### src/rtl/pc_sequencer_if.sv
// -----------------------------------------------------------------------------
// pc_sequencer_if : request/response bundle between pipeline control and PC sequencer
// Revision 1.0
// -----------------------------------------------------------------------------
`default_nettype none

interface pc_sequencer_if;
  logic        stall;
  logic        ex_redirect;
  logic [15:0] ex_target;
  logic        id_jump;
  logic        id_call;
  logic        id_ret;
  logic [15:0] id_target;
  logic [15:0] id_pc;
  logic [15:0] PC;
  logic        flush_IF;
  logic        flush_ID;
  logic        ras_empty;
  logic        ras_full;
  logic        ras_err;

  modport slave (
    input  stall, ex_redirect, ex_target, id_jump, id_call, id_ret, id_target, id_pc,
    output PC, flush_IF, flush_ID, ras_empty, ras_full, ras_err
  );

  modport master (
    output stall, ex_redirect, ex_target, id_jump, id_call, id_ret, id_target, id_pc,
    input  PC, flush_IF, flush_ID, ras_empty, ras_full, ras_err
  );
endinterface

`default_nettype wire

### src/rtl/pc_sequencer.sv
// -----------------------------------------------------------------------------
// pc_sequencer : fetch-address sequencer with branch/jump/return redirect and RAS
// Revision 1.0
// -----------------------------------------------------------------------------
`default_nettype none

module pc_sequencer #(
  parameter int RAS_DEPTH = 4
) (
  input  logic          CLK,
  input  logic          first,
  pc_sequencer_if.slave bus
);

  localparam int SPW  = (RAS_DEPTH > 1) ? $clog2(RAS_DEPTH) : 1;
  localparam int CNTW = SPW + 1;

  typedef enum logic [1:0] {
    S_RESET    = 2'd0,
    S_RUN      = 2'd1,
    S_REDIRECT = 2'd2
  } state_t;

  state_t          r_state;
  state_t          w_state_nxt;
  logic [15:0]     r_pc;
  logic [15:0]     w_pc_nxt;
  logic            r_flush_if;
  logic            r_flush_id;
  logic            w_flush_if_nxt;
  logic            w_flush_id_nxt;
  logic            w_push;
  logic            w_pop;
  logic            w_err_set;
  logic            r_err;
  logic [15:0]     r_ras [RAS_DEPTH];
  logic [SPW-1:0]  r_sp;
  logic [CNTW-1:0] r_cnt;
  logic            w_empty;
  logic            w_full;
  logic [15:0]     w_top;

  assign w_empty = (r_cnt == '0);
  assign w_full  = (r_cnt == CNTW'(RAS_DEPTH));
  assign w_top   = r_ras[r_sp - SPW'(1)];

  always_comb begin
    w_state_nxt    = S_RUN;
    w_pc_nxt       = r_pc + 16'd1;
    w_flush_if_nxt = 1'b0;
    w_flush_id_nxt = 1'b0;
    w_push         = 1'b0;
    w_pop          = 1'b0;
    w_err_set      = 1'b0;
    case (r_state)
      // Leaving reset fetches sequentially; ID/EX contents are still bubbles.
      S_RESET: ;
      default: begin
        if (bus.ex_redirect) begin
          w_pc_nxt       = bus.ex_target;
          w_state_nxt    = S_REDIRECT;
          w_flush_if_nxt = 1'b1;
          w_flush_id_nxt = 1'b1;
        end else if (bus.stall) begin
          w_pc_nxt = r_pc;
        end else if (bus.id_ret) begin
          if (!w_empty) begin
            w_pc_nxt       = w_top;
            w_pop          = 1'b1;
            w_flush_if_nxt = 1'b1;
            w_state_nxt    = S_REDIRECT;
          end else begin
            w_err_set = 1'b1;
          end
        end else if (bus.id_jump) begin
          w_pc_nxt       = bus.id_target;
          w_flush_if_nxt = 1'b1;
          w_state_nxt    = S_REDIRECT;
          if (bus.id_call) begin
            w_push    = 1'b1;
            w_err_set = w_full;
          end
        end
      end
    endcase
  end

  always_ff @(posedge CLK) begin
    if (first) begin
      r_state    <= S_RESET;
      r_pc       <= 16'h0000;
      r_flush_if <= 1'b1;
      r_flush_id <= 1'b1;
      r_sp       <= '0;
      r_cnt      <= '0;
      r_err      <= 1'b0;
    end else begin
      r_state    <= w_state_nxt;
      r_pc       <= w_pc_nxt;
      r_flush_if <= w_flush_if_nxt;
      r_flush_id <= w_flush_id_nxt;
      if (w_err_set) r_err <= 1'b1;
      // A push when full overwrites the oldest slot, which is the one at r_sp.
      if (w_push) begin
        r_sp <= r_sp + SPW'(1);
        if (!w_full) r_cnt <= r_cnt + CNTW'(1);
      end else if (w_pop) begin
        r_sp  <= r_sp - SPW'(1);
        r_cnt <= r_cnt - CNTW'(1);
      end
    end
  end

  always_ff @(posedge CLK) begin
    if (!first && w_push) r_ras[r_sp] <= bus.id_pc + 16'd1;
  end

  assign bus.PC        = r_pc;
  assign bus.flush_IF  = r_flush_if;
  assign bus.flush_ID  = r_flush_id;
  assign bus.ras_empty = w_empty;
  assign bus.ras_full  = w_full;
  assign bus.ras_err   = r_err;

endmodule

`default_nettype wire

### src/flat_wrapper.sv
// flat-port wrapper written by rule: the top's interface ports become plain ports
module pc_sequencer_flat 
#(
  parameter int RAS_DEPTH = 4
)
  (CLK, first, bus_stall, bus_ex_redirect, bus_ex_target, bus_id_jump, bus_id_call, bus_id_ret, bus_id_target, bus_id_pc, bus_PC, bus_flush_IF, bus_flush_ID, bus_ras_empty, bus_ras_full, bus_ras_err);
  pc_sequencer_if bus_i ();
  input  logic CLK;
  input  logic first;
  input wire logic [$bits(bus_i.stall)-1:0] bus_stall;
  input wire logic [$bits(bus_i.ex_redirect)-1:0] bus_ex_redirect;
  input wire logic [$bits(bus_i.ex_target)-1:0] bus_ex_target;
  input wire logic [$bits(bus_i.id_jump)-1:0] bus_id_jump;
  input wire logic [$bits(bus_i.id_call)-1:0] bus_id_call;
  input wire logic [$bits(bus_i.id_ret)-1:0] bus_id_ret;
  input wire logic [$bits(bus_i.id_target)-1:0] bus_id_target;
  input wire logic [$bits(bus_i.id_pc)-1:0] bus_id_pc;
  output wire logic [$bits(bus_i.PC)-1:0] bus_PC;
  output wire logic [$bits(bus_i.flush_IF)-1:0] bus_flush_IF;
  output wire logic [$bits(bus_i.flush_ID)-1:0] bus_flush_ID;
  output wire logic [$bits(bus_i.ras_empty)-1:0] bus_ras_empty;
  output wire logic [$bits(bus_i.ras_full)-1:0] bus_ras_full;
  output wire logic [$bits(bus_i.ras_err)-1:0] bus_ras_err;
  assign bus_i.stall = bus_stall;
  assign bus_i.ex_redirect = bus_ex_redirect;
  assign bus_i.ex_target = bus_ex_target;
  assign bus_i.id_jump = bus_id_jump;
  assign bus_i.id_call = bus_id_call;
  assign bus_i.id_ret = bus_id_ret;
  assign bus_i.id_target = bus_id_target;
  assign bus_i.id_pc = bus_id_pc;
  assign bus_PC = bus_i.PC;
  assign bus_flush_IF = bus_i.flush_IF;
  assign bus_flush_ID = bus_i.flush_ID;
  assign bus_ras_empty = bus_i.ras_empty;
  assign bus_ras_full = bus_i.ras_full;
  assign bus_ras_err = bus_i.ras_err;
  pc_sequencer #(.RAS_DEPTH(RAS_DEPTH)) u_core (.CLK(CLK), .first(first), .bus(bus_i));
endmodule
### config.mk
export PLATFORM = sky130hd
export DESIGN_NAME = pc_sequencer_flat
export DESIGN_NICKNAME = d
export VERILOG_FILES = /design/src/rtl/pc_sequencer_if.sv /design/src/rtl/pc_sequencer.sv /design/src/flat_wrapper.sv
export SDC_FILE = /design/constraint.sdc
export NUM_CORES = 1
export LEC_CHECK = 0
export CORE_MARGIN = 1.5
export CORE_UTILIZATION = 50
export DETAILED_ROUTE_END_ITERATION = 16
export HOLD_SLACK_MARGIN = 0.06
export PLACE_DENSITY = 0.76
export SLEW_MARGIN = 10
export SYNTH_ARGS = -nofsm -noshare
export SYNTH_HDL_FRONTEND = slang
export SYNTH_SLANG_ARGS = --single-unit
### constraint.sdc
create_clock -name CLK -period 3.6 [get_ports CLK]
set_input_delay 0.72 -clock CLK [delete_from_list [all_inputs] [get_ports CLK]]
set_output_delay 0.72 -clock CLK [all_outputs]
set_load 0.05 [all_outputs]
### Word-level counts from Yosys, hierarchy flattened

Memory sizes are Yosys's and may differ from the RTL's.
Index checks and enable logic that the tools add are counted.

* equal/unequal tests: 3
* add/sub/neg operators: 6
* muxes and demuxes: 44
* reductions and logical operators: 7

Operators with widths (count)
* $mux W16: 6
* $add A16 B1 Y16 const B: 2
* $mux W1: 28
* $mux W2: 7
* $mux W3: 3
* $add A3 B1 Y3 const B: 1
* $eq A3 B3 Y1 const B: 1
* $logic_not A3 Y1: 1
* $ne A3 B1 Y1 const B: 1
* $sub A3 B1 Y3 const B: 1
* $add A2 B1 Y2 const B: 1
* $logic_not A2 Y1: 1
* $ne A2 B2 Y1 const B: 1
* $reduce_and A2 Y1: 1
* $reduce_bool A2 Y1: 1
* $reduce_or A2 Y1: 1
* $sub A2 B1 Y2 const B: 1
* $logic_and A1 B1 Y1: 1
* $logic_not A1 Y1: 1

* memories: 1
* logic and storage cells: 69
* RAM bits: 64
* input bits: 55
* register bits: 26

Memory list
* u_core.r_ras: words 4, bits a word 16, read ports 1, clocked after memory_dff 0, write ports 1, RTL line pc_sequencer.sv:36 `logic [15:0] r_ras [RAS_DEPTH];`

### Logic depth before layout (Yosys ltp)

* depth in word-level cells: 9
* depth in mapped cells: 10
* depth with buffers taken out: 7

### Worst setup path before layout

OpenSTA, ideal clock, no wires.

* kind: input to register
* from: input port bus_ex_redirect
* to: register u_core.r_cnt[2]
* setup time: 0.121 ns
* arrival: 2.673 ns
* stages on the path: 9
* data required time: 3.479 ns
* path slack: 0.806 ns
* cells stage by stage: buf_2 or2_2 buf_2 nor3_2 xnor2_1 ha_1 a311o_1 a211oi_1 mux2_2

* longest elaborated chain between the ends: 4

RTL lines
* from (decl): RTL line flat_wrapper.sv:11 `input wire logic [$bits(bus_i.ex_redirect)-1:0] bus_ex_redirect;`
* $mux W1: RTL line pc_sequencer.sv:59 `if (bus.ex_redirect) begin`
* $mux W1: RTL line pc_sequencer.sv:55 `case (r_state)`
* $ne A2 B2 Y1 (no source line) or $reduce_bool A2 Y1 (tied branches)
* $reduce_and A2 Y1 (no source line)
* to (signal assigned): RTL line pc_sequencer.sv:106 `if (!w_full) r_cnt <= r_cnt + CNTW'(1);`
* to (signal assigned): RTL line pc_sequencer.sv:109 `r_cnt <= r_cnt - CNTW'(1);`
* to (decl): RTL line pc_sequencer.sv:38 `logic [CNTW-1:0] r_cnt;`

Several ways; a longest one is shown, not always the timed one.
A chain may end at the register's enable or synchronous reset.

### Worst setup path in the final report

Same ends and word-level chain as after synthesis.

==> results.py <==
metrics = {
    "status": {
        "status": "complete, no violations",
    },
    "drt": {
        "wirelength_mm": 10.8,
        "first_pass_iters": 5,
        "drc": 0,
        "viasPerCell": 6.23,
        "detail_route.wl_per_cell_um": 19.6,
        "num_vias": 3445,
        "first_iter_violations": 281,
        "final_antenna_net_count": 0,
    },
    "grt": {
        "grt_use_total_pct": 22.6,
        "use_met1_pct": 30.5,
        "met3_usage_pct": 3.19,
        "grt_max_degree": 21,
        "grt_overflow": 0,
        "grtUsageMet2_pct": 37.4,
        "gr-max-usage-layer": "met2",
        "grt_pass1_wl_mm": 17.2,
        "antenna_found_initial": 0,
        "grt_pass1_vias": 3315,
    },
    "cells_and_area": {
        "layout-drive-gt1-share_pct": 11.5,
        "nNetsFinal": 502,
        "area_growth_pct": 22.8,
        "final_common_cell": "clkdlybuf4s50_1",
        "final_cell_mix": "75 x clkdlybuf4s50_1, 64 x edfxtp_1, 26 x dfxtp_1",
        "antenna_cells": 0,
    },
    "pwr": {
        "p_sw_w": 0.000627,
        "internal_power_w": 0.00161,
        "p_leak_nw": 1.82,
        "ir_worst_vdd_uv": 177,
        "clock_power_share_pct": 28.7,
        "p_comb_share_pct": 18.6,
        "p_sw_share_pct": 28.1,
        "powerDensity_nw_per_um2": 398,
        "seqPwrFrac_pct": 52.8,
    },
    "die": {
        "die_h_um": 98.6,
        "boundaryPins": 76,
        "die-area_um2": 9710,
        "rows": 34,
        "core_area_um2": 8760,
        "start_util_pct": 52.1,
        "die_w_um": 98.6,
    },
    "worst_setup_path": {
        "worstReg2RegEnd": "u_core.r_cnt[2]",
        "r2r_start": "u_core.r_state[1]",
        "cp.required_ps": 3840,
        "rrSetupSlack_ps": 1120,
        "crit_fanout": 9,
        "critPathLaunch": "bus_ex_redirect",
        "crit_path_start_kind": "input pin",
        "ff2ff_path_depth": 7,
        "cp-end-kind": "flop",
        "path_class": "in -> reg",
        "worstPathArrival_ps": 3120,
        "cp-endpoint": "u_core.r_cnt[2]",
    },
    "synth": {
        "syn_area_um2": 4570,
        "yosys-top-cells-area": "edfxtp_1 42%, dfxtp_1 11%, mux4_2 4.4%",
        "ys_warn_count": 0,
        "synth-compound-area-share_pct": 14.1,
        "syn_avg_cell_area_um2": 12.5,
        "synth_fp_nets": 426,
        "synth-async-reset-ratio_pct": 0,
        "ys_ff_latch": 90,
        "synthMuxAreaShare_pct": 8.93,
        "synth_top_area_share_pct": 42.1,
        "syn_inst": 364,
        "synth_cell_types": 60,
        "synthAdderAreaFrac_pct": 1.92,
        "yosys_most_used_dff": "edfxtp_1",
        "yosysTopAreaCell": "edfxtp_1",
        "synth_top_family_by_area": "compound AO/OA/AOI/OAI gates",
        "synth-simple-area-share_pct": 13.6,
        "synth_edf_count": 64,
        "ys_seq_area_share_pct": 53.5,
        "synth_xor_area_share_pct": 4.22,
    },
    "cts": {
        "cts_sinks": 90,
        "insertion_delay_ps": 340,
        "clockRootBuffer": "clkbuf_8",
        "htree_levels": 3,
        "cts_buffers": 9,
        "cts_tree": "built",
        "post_cts_buffers": 0,
        "post_cts_resized": 0,
        "clk_pin_slew_ps": 90,
        "clock_path_buffers": 2,
        "cts-hold-fix-buffers": 0,
    },
    "sta": {
        "hold_violations": 0,
        "fmaxAchievable_ghz": 0.347,
        "maxSlewViolCount": 0,
        "tns_ps": 0,
        "rsz0062_at_grt": "no",
        "setup_slack_ps": 720,
        "worstMarginPinSlew_ps": 766,
        "fin_crit_ps": 2880,
        "post-route-period-util_pct": 80.0,
        "slew_headroom_pct": 48.9,
        "skew_ps": 10.4,
        "finalSetupViolations": 0,
    },
    "worst_hold_path": {
        "hold_class": "reg -> reg",
    },
    "placement": {
        "dp_slack_ps": 399,
        "gp_congestion": 0.906,
        "hpwl_mm": 7.81,
        "port_buffers": 75,
    },
    "job": {
        "maxCapViolations": 0,
    },
}
## through the flow
stage,area (um2),total power (W),utilization [%],instances,hold slack (ps)
floorplan,4570,0.00144,-,364,496
detailed placement,5420,0.00161,61.8,537,548
global placement,5420,0.00160,61.8,537,525
CTS,5610,0.00224,64.0,553,571
finish,5610,0.00223,64.0,553,566
global route,5610,0.00232,64.0,553,585
## critical path: stages
cell,delay (ps)
clkdlybuf4s50_1,450
or2_2,420
nor3_2,300
xnor2_1,110
ha_1,210
a311o_1,310
a211oi_1,230
mux2_2,360
## sequential cells by signal, summed over array words and instances (netlist names)
name                 flops
u_core.r_ras            64
u_core.bus.PC           16
u_core.r_cnt             3
u_core.r_sp              2
u_core.r_state           2
u_core.bus.flush_ID      1
u_core.bus.flush_IF      1
u_core.bus.ras_err       1
## worst min-delay path by stage
stage / start / endpoint / slack (ps) / depth (start not counted)
floorplan: u_core.r_sp[1] / u_core.r_sp[1] / 500 / 2
global placement: u_core.r_sp[1] / u_core.r_sp[1] / 520 / 2
detailed placement: u_core.bus.ras_err / u_core.bus.ras_err / 550 / 2
CTS: u_core.bus.ras_err / u_core.bus.ras_err / 570 / 2
global route: u_core.r_sp[1] / u_core.r_sp[1] / 580 / 2
finish: u_core.bus.ras_err / u_core.bus.ras_err / 570 / 2
## Yosys cell counts (7+ instances only)
| cell type | n |
|---|---|
| nand4_1 | 12 |
| nor4_1 | 7 |
| buf_2 | 12 |
| nor3_1 | 13 |
| dfxtp_1 | 26 |
| edfxtp_1 | 64 |
| nand3_1 | 9 |
| nor2_1 | 15 |
| a21oi_1 | 9 |
| mux4_1 | 7 |
| xnor2_1 | 18 |
| nand2_1 | 20 |
| mux4_2 | 9 |
| ha_1 | 7 |
| and3_1 | 10 |
| inv_1 | 12 |
| o21ai_0 | 13 |
## cell families (layout without fill, tap and decap cells)
logic type,count (synthesis),after routing
AO/OA/AOI/OAI,80,80
flip-flops,90,90
adder cells (fa/ha/maj),7,7
AND/OR/NAND/NOR,113,113
XOR/XNOR,22,22
buffers and inverters,34,115
multiplexers,18,18
## area by class of cell
| cell class | instances | area [um2] |
|---|---|---|
| clock inverter | 5 | 35.0 |
| inverter | 12 | 45.0 |
| timing repair buffer | 87 | 841 |
| tap | 108 | 135 |
| fill | 697 | 3160 |
| sequential | 90 | 2440 |
| clock buffer | 11 | 153 |
| multi-input combinational | 240 | 1950 |
## routing by layer
layer | share of wire [%] | wire [um] | vias up
met5 | 0 | 0 | -
met4 | 1.5 | 166 | 0
met1 | 44 | 4740 | 1658
met3 | 6.8 | 734 | 17
met2 | 48 | 5210 | 167
li1 | - | - | 1603
## power groups by stage
stage                     logic, W  clock network [W]  registers (W)
after floorplan           0.000171                  0        0.00127
after global placement    0.000405                  0        0.00120
after detailed placement  0.000411                  0        0.00120
after CTS                 0.000412           0.000652        0.00118
after global routing      0.000441           0.000693        0.00118
final                     0.000415           0.000641        0.00118
Note: power is estimated with default switching activity, not from simulation.
